$ cat config.mk
export PLATFORM = sky130hd
export DESIGN_NAME = rr_arbiter8_flat
export DESIGN_NICKNAME = d
export VERILOG_FILES = /design/src/rtl/rr_arbiter8_pkg.sv /design/src/rtl/rr_arbiter8_if.sv /design/src/rtl/rr_arbiter8_prio_pick.sv /design/src/rtl/rr_arbiter8.sv /design/src/flat_wrapper.sv
export SDC_FILE = /design/constraint.sdc
export NUM_CORES = 1
export LEC_CHECK = 0
export CAP_MARGIN = 20
export CORE_MARGIN = 2
export CORE_UTILIZATION = 50
export CTS_CLUSTER_SIZE = 30
export DETAILED_ROUTE_END_ITERATION = 8
export PLACE_DENSITY_LB_ADDON = 0.12
export REMOVE_ABC_BUFFERS = 1
export SLEW_MARGIN = 20
export SYNTH_ARGS = -nofsm -noshare
export SYNTH_HDL_FRONTEND = slang
export SYNTH_HIERARCHICAL = 1
export SYNTH_SLANG_ARGS = --single-unit
$ cat constraint.sdc
create_clock -name clk -period 8 [get_ports clk]
set_input_delay 1.6 -clock clk [delete_from_list [all_inputs] [get_ports clk]]
set_output_delay 1.6 -clock clk [all_outputs]
set_load 0.01 [all_outputs]
$ cat src/rtl/rr_arbiter8_pkg.sv
// rr_arbiter8_pkg: shared state encodings and sizes for the 8-way round-robin arbiter
package rr_arbiter8_pkg;
    localparam int N_REQ = 8;
    localparam int ID_W  = 3;
    typedef enum logic [1:0] {
        S_IDLE    = 2'd0,
        S_GRANT   = 2'd1,
        S_RELEASE = 2'd2
    } state_t;
endpackage

$ cat src/rtl/rr_arbiter8_if.sv
// rr_arbiter8_if: request/grant bundle between requesters (master) and the arbiter (slave)
interface rr_arbiter8_if;
    import rr_arbiter8_pkg::*;
    logic [N_REQ-1:0] req;
    logic             done;
    logic [N_REQ-1:0] grant;
    logic [ID_W-1:0]  grant_id;
    logic             grant_valid;
    logic             idle;
    logic             timeout;
    modport master (output req, done, input grant, grant_id, grant_valid, idle, timeout);
    modport slave  (input req, done, output grant, grant_id, grant_valid, idle, timeout);
endinterface

$ cat src/rtl/rr_arbiter8_prio_pick.sv
// rr_prio_pick: rotating priority pick, first set req bit scanning upward from ptr with wrap
module rr_prio_pick
    import rr_arbiter8_pkg::*;
(
    input  logic [N_REQ-1:0] req,
    input  logic [ID_W-1:0]  ptr,
    output logic [ID_W-1:0]  win_id,
    output logic             any
);
    logic [2*N_REQ-1:0] dbl;
    logic [N_REQ-1:0]   rot;
    logic [ID_W-1:0]    off;
    // rotate right by ptr, encode the lowest set bit, then undo the rotation
    always_comb begin
        dbl = {req, req} >> ptr;
        rot = dbl[N_REQ-1:0];
        off = '0;
        for (int i = N_REQ - 1; i >= 0; i--) if (rot[i]) off = ID_W'(i);
        win_id = off + ptr;
        any = |req;
    end
endmodule

$ cat src/rtl/rr_arbiter8.sv
// rr_arbiter8: 8-way round-robin arbiter with held grant and release turnaround; ARB_TIMEOUT_EN adds forced release
module rr_arbiter8
    import rr_arbiter8_pkg::*;
#(
    parameter int MAX_HOLD = 16
) (
    input  logic         clk,
    input  logic         rst_n,
    rr_arbiter8_if.slave bus
);
    if (MAX_HOLD < 2 || MAX_HOLD > 255) begin : g_bad_hold
        $error("MAX_HOLD must be in 2..255");
    end
    state_t           state_q, state_d;
    logic [ID_W-1:0]  ptr_q, ptr_d;
    logic [N_REQ-1:0] grant_q, grant_d;
    logic [ID_W-1:0]  id_q, id_d;
    logic [ID_W-1:0]  win_id;
    logic             any;
    logic             rel;
    logic             hold_exp;
    rr_prio_pick u_pick (
        .req    (bus.req),
        .ptr    (ptr_q),
        .win_id (win_id),
        .any    (any)
    );
    assign rel = bus.done | ~bus.req[id_q];
`ifdef ARB_TIMEOUT_EN
    logic [7:0] cnt_q, cnt_d;
    logic       to_q, to_d;
    assign hold_exp = (state_q == S_GRANT) && (cnt_q == 8'(MAX_HOLD - 1));
    // hold counter runs only while granted and restarts on each new grant
    always_comb begin
        cnt_d = (state_q == S_GRANT) ? cnt_q + 8'd1 : 8'd0;
        to_d  = hold_exp & ~rel;
    end
    // counter and timeout pulse registers
    always_ff @(posedge clk) begin
        if (!rst_n) begin
            cnt_q <= 8'd0;
            to_q  <= 1'b0;
        end else begin
            cnt_q <= cnt_d;
            to_q  <= to_d;
        end
    end
    assign bus.timeout = to_q;
`else
    assign hold_exp    = 1'b0;
    assign bus.timeout = 1'b0;
`endif
    // next-state: pick in idle, hold until release, one turnaround cycle
    always_comb begin
        state_d = state_q;
        ptr_d   = ptr_q;
        grant_d = grant_q;
        id_d    = id_q;
        case (state_q)
            S_IDLE: if (any) begin
                state_d = S_GRANT;
                grant_d = N_REQ'(1) << win_id;
                id_d    = win_id;
            end
            S_GRANT: if (rel || hold_exp) begin
                state_d = S_RELEASE;
                grant_d = '0;
                ptr_d   = id_q + ID_W'(1);
            end
            default: state_d = S_IDLE;
        endcase
    end
    // state, pointer and registered grant outputs
    always_ff @(posedge clk) begin
        if (!rst_n) begin
            state_q <= S_IDLE;
            ptr_q   <= '0;
            grant_q <= '0;
            id_q    <= '0;
        end else begin
            state_q <= state_d;
            ptr_q   <= ptr_d;
            grant_q <= grant_d;
            id_q    <= id_d;
        end
    end
    assign bus.grant       = grant_q;
    assign bus.grant_id    = id_q;
    assign bus.grant_valid = |grant_q;
    assign bus.idle        = (state_q == S_IDLE);
endmodule
$ cat src/flat_wrapper.sv
// flat-port wrapper written by rule: the top's interface ports become plain ports
module rr_arbiter8_flat import rr_arbiter8_pkg::*;
#(
    parameter int MAX_HOLD = 16
)
  (clk, rst_n, bus_req, bus_done, bus_grant, bus_grant_id, bus_grant_valid, bus_idle, bus_timeout);
  rr_arbiter8_if bus_i ();
  input  logic clk;
  input  logic rst_n;
  input wire logic [$bits(bus_i.req)-1:0] bus_req;
  input wire logic [$bits(bus_i.done)-1:0] bus_done;
  output wire logic [$bits(bus_i.grant)-1:0] bus_grant;
  output wire logic [$bits(bus_i.grant_id)-1:0] bus_grant_id;
  output wire logic [$bits(bus_i.grant_valid)-1:0] bus_grant_valid;
  output wire logic [$bits(bus_i.idle)-1:0] bus_idle;
  output wire logic [$bits(bus_i.timeout)-1:0] bus_timeout;
  assign bus_i.req = bus_req;
  assign bus_i.done = bus_done;
  assign bus_grant = bus_i.grant;
  assign bus_grant_id = bus_i.grant_id;
  assign bus_grant_valid = bus_i.grant_valid;
  assign bus_idle = bus_i.idle;
  assign bus_timeout = bus_i.timeout;
  rr_arbiter8 #(.MAX_HOLD(MAX_HOLD)) u_core (.clk(clk), .rst_n(rst_n), .bus(bus_i));
endmodule
* Word level (Yosys, flattened, before mapping) *
Index checks and enable logic that the tools add are counted.

word-level totals
  register bits = 16
  output and inout bits = 14

operators by class
  $add $sub $neg = 2
  magnitude comparators = 1
  equality and inequality tests = 3
  shifts and indexed selects = 2
  multiplexer cells = 16
  bitwise logic cells = 2
  reduce and logical (&&, ||, !) cells = 8

operators with widths
  operator                                                                 count
  3-bit 2-to-1 mux                                                         8
  8-bit 2-to-1 mux                                                         2
  8-bit one-hot mux with 2 select lines                                    1
  8-bit OR reduction                                                       2
  16-bit by 3-bit right shift with 8-bit output                            1
  1-bit by 3-bit left shift with 8-bit output, first input constant        1
  2-bit AND reduction                                                      3
  3-bit by 4-bit < comparator with 1-bit output, second input constant     1
  2-bit 2-to-1 mux                                                         2
  2-bit by 1-bit inequality test with 1-bit output, second input constant  2
  2-bit one-hot mux with 2 select lines                                    1
  3-bit by 1-bit adder with 3-bit output, second input constant            1
  3-bit adder                                                              1
  1-bit binary-select mux with 3-bit select                                1
  3-bit AND reduction                                                      1
  2-bit by 1-bit equality test with 1-bit output, second input constant    1
  2-bit logical NOT                                                        1
  2-bit nonzero test                                                       1
  1-bit 2-to-1 mux                                                         1
  1-bit inverter                                                           1
  1-bit OR                                                                 1

* Logic depth before layout (Yosys ltp) *
  word-level depth = 13
  gate-level depth with buffers = 15
  gate-level depth less buffers = 14

* Hierarchy *
Netlist, hierarchy kept.

by module, submodules not included
  module        instances  cells an instance  area each (um^2)  seq. area each (um^2)
  rr_arbiter8   1          84                 769.5             320.3
  rr_prio_pick  1          50                 519.2             0.0

* Least setup slack after synthesis *
No wires, ideal clock.

  path type = input port to flip-flop
  from = input bus_req[7]
  to = register u_core.grant_q[3] (netlist: u_core/bus.grant[3])
  setup time = 117 ps
  arrival time = 4209 ps
  data required time = 7883 ps
  path slack = 3675 ps
  stages = 14
  cells stage by stage = mux4_1 > mux2i_1 > o311ai_0 > a21bo_2 > a31oi_1 > ha_1 > inv_1 > fa_1 > xnor2_1 > xnor2_1 > inv_1 > nand2_1 > nor2_1 > a22o_1

between the ends
  cells in the longest elaborated chain, start to end = 13

RTL lines
  element                                          line                         source
  start: declaration                               flat_wrapper.sv:10           input wire logic [$bits(bus_i.req)-1:0] bus_req;
  16-bit by 3-bit right shift with 8-bit output *  rr_arbiter8_prio_pick.sv:15  dbl = {req, req} >> ptr;
  3-bit 2-to-1 mux (7 in a row)                    rr_arbiter8_prio_pick.sv:18  for (int i = N_REQ - 1; i >= 0; i--) if (rot[i]) off = ID_W'(i);
  3-bit 2-to-1 mux *                               rr_arbiter8_prio_pick.sv:18
  3-bit adder *                                    rr_arbiter8_prio_pick.sv:19  win_id = off + ptr;
  via u_core.win_id[2]                             rr_arbiter8.sv:18            logic [ID_W-1:0] win_id;
  1-bit by 3-bit left shift with 8-bit output *    rr_arbiter8.sv:62            grant_d = N_REQ'(1) << win_id;
  8-bit 2-to-1 mux *                               rr_arbiter8.sv:60            S_IDLE: if (any) begin
  8-bit one-hot mux with 2 select lines *          rr_arbiter8.sv:59            case (state_q)
  end signal: assignment                           rr_arbiter8.sv:83            grant_q <= grant_d;
  end: declaration                                 rr_arbiter8.sv:16            logic [N_REQ-1:0] grant_q, grant_d;

The timed path passes the listed nets; every way through them passes the cells marked *. The select of a mux whose other input is x is not followed.
A chain may end at the register's enable or synchronous reset.

* Worst setup path after layout *
  from = input bus_req[0]
  to = register u_core.grant_q[3] (netlist: u_core/bus.grant[3])

The elaborated chain is that of the path after synthesis.

==> metrics.cfg <==
[power_and_ir_drop]
power_per_cell_area_mw_per_mm2 = 276
vdd_drop_max_mv = 0.240
static-leakage-power_nw = 0.595
design_power_total_uw = 423

[clocking]
cts_tree = done
worstSkewPairLatency_ps = 290
cts-resized-gates = 0
worst_setup_hold_path_clk_slew_ps = 90
post_cts_hold_buffer_count = 0
cts.sink_count = 16
cts_h_tree_lvls = 1
ctsRootBufferMaster = sky130_fd_sc_hd__clkbuf_4
number_of_buffers_on_the_longest_clock_path = 2
postCtsSetupBuffers = 0
number_of_cts_inserted_buffers = 3

[worst_setup_path]
required_ps = 8190
cp-end-kind = flop
setup.reg_to_reg.worst_slack_ps = 4180
crit_path_max_fanout = 7
ff_to_ff_path_depth = 14
timing.critical_path.arrival_ps = 5120
worstSetupPathType = in2reg
timing.rr.start = u_core/ptr_q[0]
r2r-end = u_core/bus.grant[3]
worst_setup_path_start_kind = primary input

[floorplanning]
die_height_um = 54.8
std_cell_rows = 18
initial_core_util_pct = 52.5
core_region_area_sq_mm = 0.00245
area_enclosed_by_the_die_boundary_sq_mm = 0.00300
die-width_um = 54.8
num_io_pins = 25

[sta]
finalHoldViolCount = 0
worstMarginPinSlew_ps = 751
grt_setup_unrepaired = no
maxSlewHeadroom_pct = 49.8
setup-tns-final_ps = 0
final_min_period_over_clock_period_pct = 61.7
fin_worst_skew_ps = 5.77
timing.final.setup_violations = 0
finalCriticalPeriod_ps = 4940
drv_slew = 0
max_freq_mhz = 203

[route]
detail-route-antenna-nets = 0
firstDrtPassIters = 4
dr.first_iter.drc_count = 46
via_count = 1132
detail_route.vias_per_cell = 6.15
detail_route.drc_violations = 0
routedWlPerCell_um = 15.3
routed_wl_um = 2810

[layout]
post_route_design_area_sq_mm = 0.00154
total_number_of_nets_in_the_final_design = 170
diodes = 0
post_route_cells_drive_above_1_share_pct = 9.74
layout.core_utilization_pct = 62.5
area.growth.synth_to_final_pct = 19.1

[synth]
post_synth_and_or_nand_nor_area_fraction_pct = 16.3
synth_compound_gate_area_share_pct = 21.5
synth_enable_flop_cells = 0
synth_top_flop_cell = sky130_fd_sc_hd__dfxtp_1
largest_area_contributor_in_the_synthesized_netlist = sky130_fd_sc_hd__dfxtp_1
syn_avg_cell_area_sq_um = 9.62
post_synth_inst_count = 134
synth_top_family_by_area = multiplexers
ys_seq_elements = 16
netlist_area_sq_mm = 0.00129
yosysTopAreaCellShare_pct = 24.9
muxShareOfSynthArea_pct = 25.2
ys_seq_area_share_pct = 24.9
synthArstFlopShare_pct = 0
yosysUniqueCellTypes = 49
yosys_warnings = 6
synth_fa_ha_area_share_pct = 3.50
synth_top_cells_by_area = sky130_fd_sc_hd__dfxtp_1 25%, sky130_fd_sc_hd__mux4_1 14%, sky130_fd_sc_hd__mux2i_1 5.4%
synth_xor_xnor_area_share_pct = 2.04

[grt]
global_route.usage.total_pct = 21.8
pin_count_of_the_biggest_net_entering_global_routing = 15
antenna_violations_before_repair = 0
grt_most_used_layer = met2
gr-usage-met2_pct = 32.7
grt_first_pass_wirelength_um = 4690
met1_use_gr_pct = 31.4
globalRouteOverflowTotal = 0
grt_pass1_vias = 998
grt.met3_usage_pct = 5.19

[worst_hold_path]
holdCritStartpoint = u_core/bus.grant[1]
min_path_cells = 1
hold_path_end = u_core/bus.grant[1]
min-delay-path-class = reg2reg

[place]
port_buffers = 23
place.detailed.hpwl_um = 2160
globalplace.congestion = 0.824
dpl-instance-area_sq_mm = 0.00151

[flow_run]
drv.max_cap_violation_count = 0

[status]
run_status = completed

flip-flops by register name (all words and copies together), names as in the netlist:
register,flops
u_core/ptr_q,3
u_core/state_q,2
u_core/bus.grant,8
u_core/bus.grant_id,3
per-stage QoR:
step | setup slack [ps] | instances | hold WS (ps)
2_1_floorplan | 3660 | 128 | 501
3_3_place_gp | 2970 | 181 | 475
3_5_place_dp | 2790 | 181 | 473
4_1_cts | 3090 | 184 | 489
5_1_grt | 2740 | 184 | 501
6_report | 3060 | 184 | 490
area by class of cell:
class / instances / area, sq um
clock buffer: 3 / 22.5
sequential: 16 / 320
inverter: 10 / 37.5
multi-input combinational: 102 / 887
fill: 219 / 920
timing repair buffer: 23 / 230
tap: 30 / 37.5
synth_stat cells, drive strengths merged (2+ instances only):
cell     count
nor2         7
o211ai       2
a21oi        5
nor3         4
and2         2
a211oi       3
o211a        3
o311ai       2
mux2i        7
mux2         4
inv          9
nor3b        2
dfxtp       16
a32o         2
buf          5
nand2       17
o2bb2ai      4
nor4         4
o21ai        2
mux4         8
xnor2        3
ha           2
how the worst max path moves through the flow:
stage / slack, ps / endpoint / from / depth (start not counted)
global route: 2740 / u_core/bus.grant[3] / bus_req[0] / 15
CTS: 3090 / u_core/bus.grant[3] / bus_req[0] / 15
global placement: 2970 / u_core/bus.grant[3] / bus_req[0] / 15
finish: 3060 / u_core/bus.grant[3] / bus_req[0] / 15
detailed placement: 2790 / u_core/bus.grant[3] / bus_req[0] / 15
floorplan: 3660 / u_core/bus.grant[3] / bus_req[7] / 14
cells in the final DEF (no fill, tap or decap), types with 2 or more instances in the layout:
master	instances
sky130_fd_sc_hd__a211oi_1	2
sky130_fd_sc_hd__a21oi_1	5
sky130_fd_sc_hd__a32o_2	2
sky130_fd_sc_hd__clkbuf_4	3
sky130_fd_sc_hd__clkdlybuf4s50_1	23
sky130_fd_sc_hd__dfxtp_1	16
sky130_fd_sc_hd__ha_1	2
sky130_fd_sc_hd__inv_1	9
sky130_fd_sc_hd__mux2_2	3
sky130_fd_sc_hd__mux2i_1	7
sky130_fd_sc_hd__mux4_1	7
sky130_fd_sc_hd__nand2_1	17
sky130_fd_sc_hd__nor2_1	7
sky130_fd_sc_hd__nor3_1	4
sky130_fd_sc_hd__nor3b_1	2
sky130_fd_sc_hd__nor4_1	4
sky130_fd_sc_hd__o211a_1	3
sky130_fd_sc_hd__o211ai_1	2
sky130_fd_sc_hd__o21ai_0	2
sky130_fd_sc_hd__o2bb2ai_1	4
sky130_fd_sc_hd__o311ai_0	2
sky130_fd_sc_hd__xnor2_1	3
logic make-up (layout without fill, tap and decap cells):
family	count (synthesis)	count (layout)
mux	19	19
other cells	1	1
simple gates	43	43
buf+inv	16	36
xor+xnor	3	3
compound gates	33	33
flops	16	16
fa+ha+maj	3	3
worst max-delay path, stage by stage:
cell and delay, ps:
sky130_fd_sc_hd__clkdlybuf4s50_1 520, sky130_fd_sc_hd__mux4_1 570, sky130_fd_sc_hd__mux2i_1 250, sky130_fd_sc_hd__o311ai_0 190, sky130_fd_sc_hd__a21bo_2 250, sky130_fd_sc_hd__a31oi_1 170, sky130_fd_sc_hd__ha_1 160, sky130_fd_sc_hd__inv_1 50
sky130_fd_sc_hd__fa_1 370, sky130_fd_sc_hd__xnor2_1 140, sky130_fd_sc_hd__xnor2_1 370, sky130_fd_sc_hd__inv_1 120, sky130_fd_sc_hd__nand2_1 120, sky130_fd_sc_hd__nor2_1 60, sky130_fd_sc_hd__a22o_1 170
power by group:
group,leakage [nW],internal (mW),switching [mW]
logic,0.450,0.130,0.120
clock network,0.0138,0.0175,0.0238
registers,0.131,0.0995,0.0326
per-layer routing:
layer | vias to the layer above | part of all wire, % | wire (um)
li1 | 563 | - | -
met5 | - | 0 | 0
met4 | 0 | 0.68 | 19
met2 | 27 | 46 | 1290
met1 | 537 | 49 | 1380
met3 | 5 | 4.2 | 118
Power figures use the tool's default switching activity.
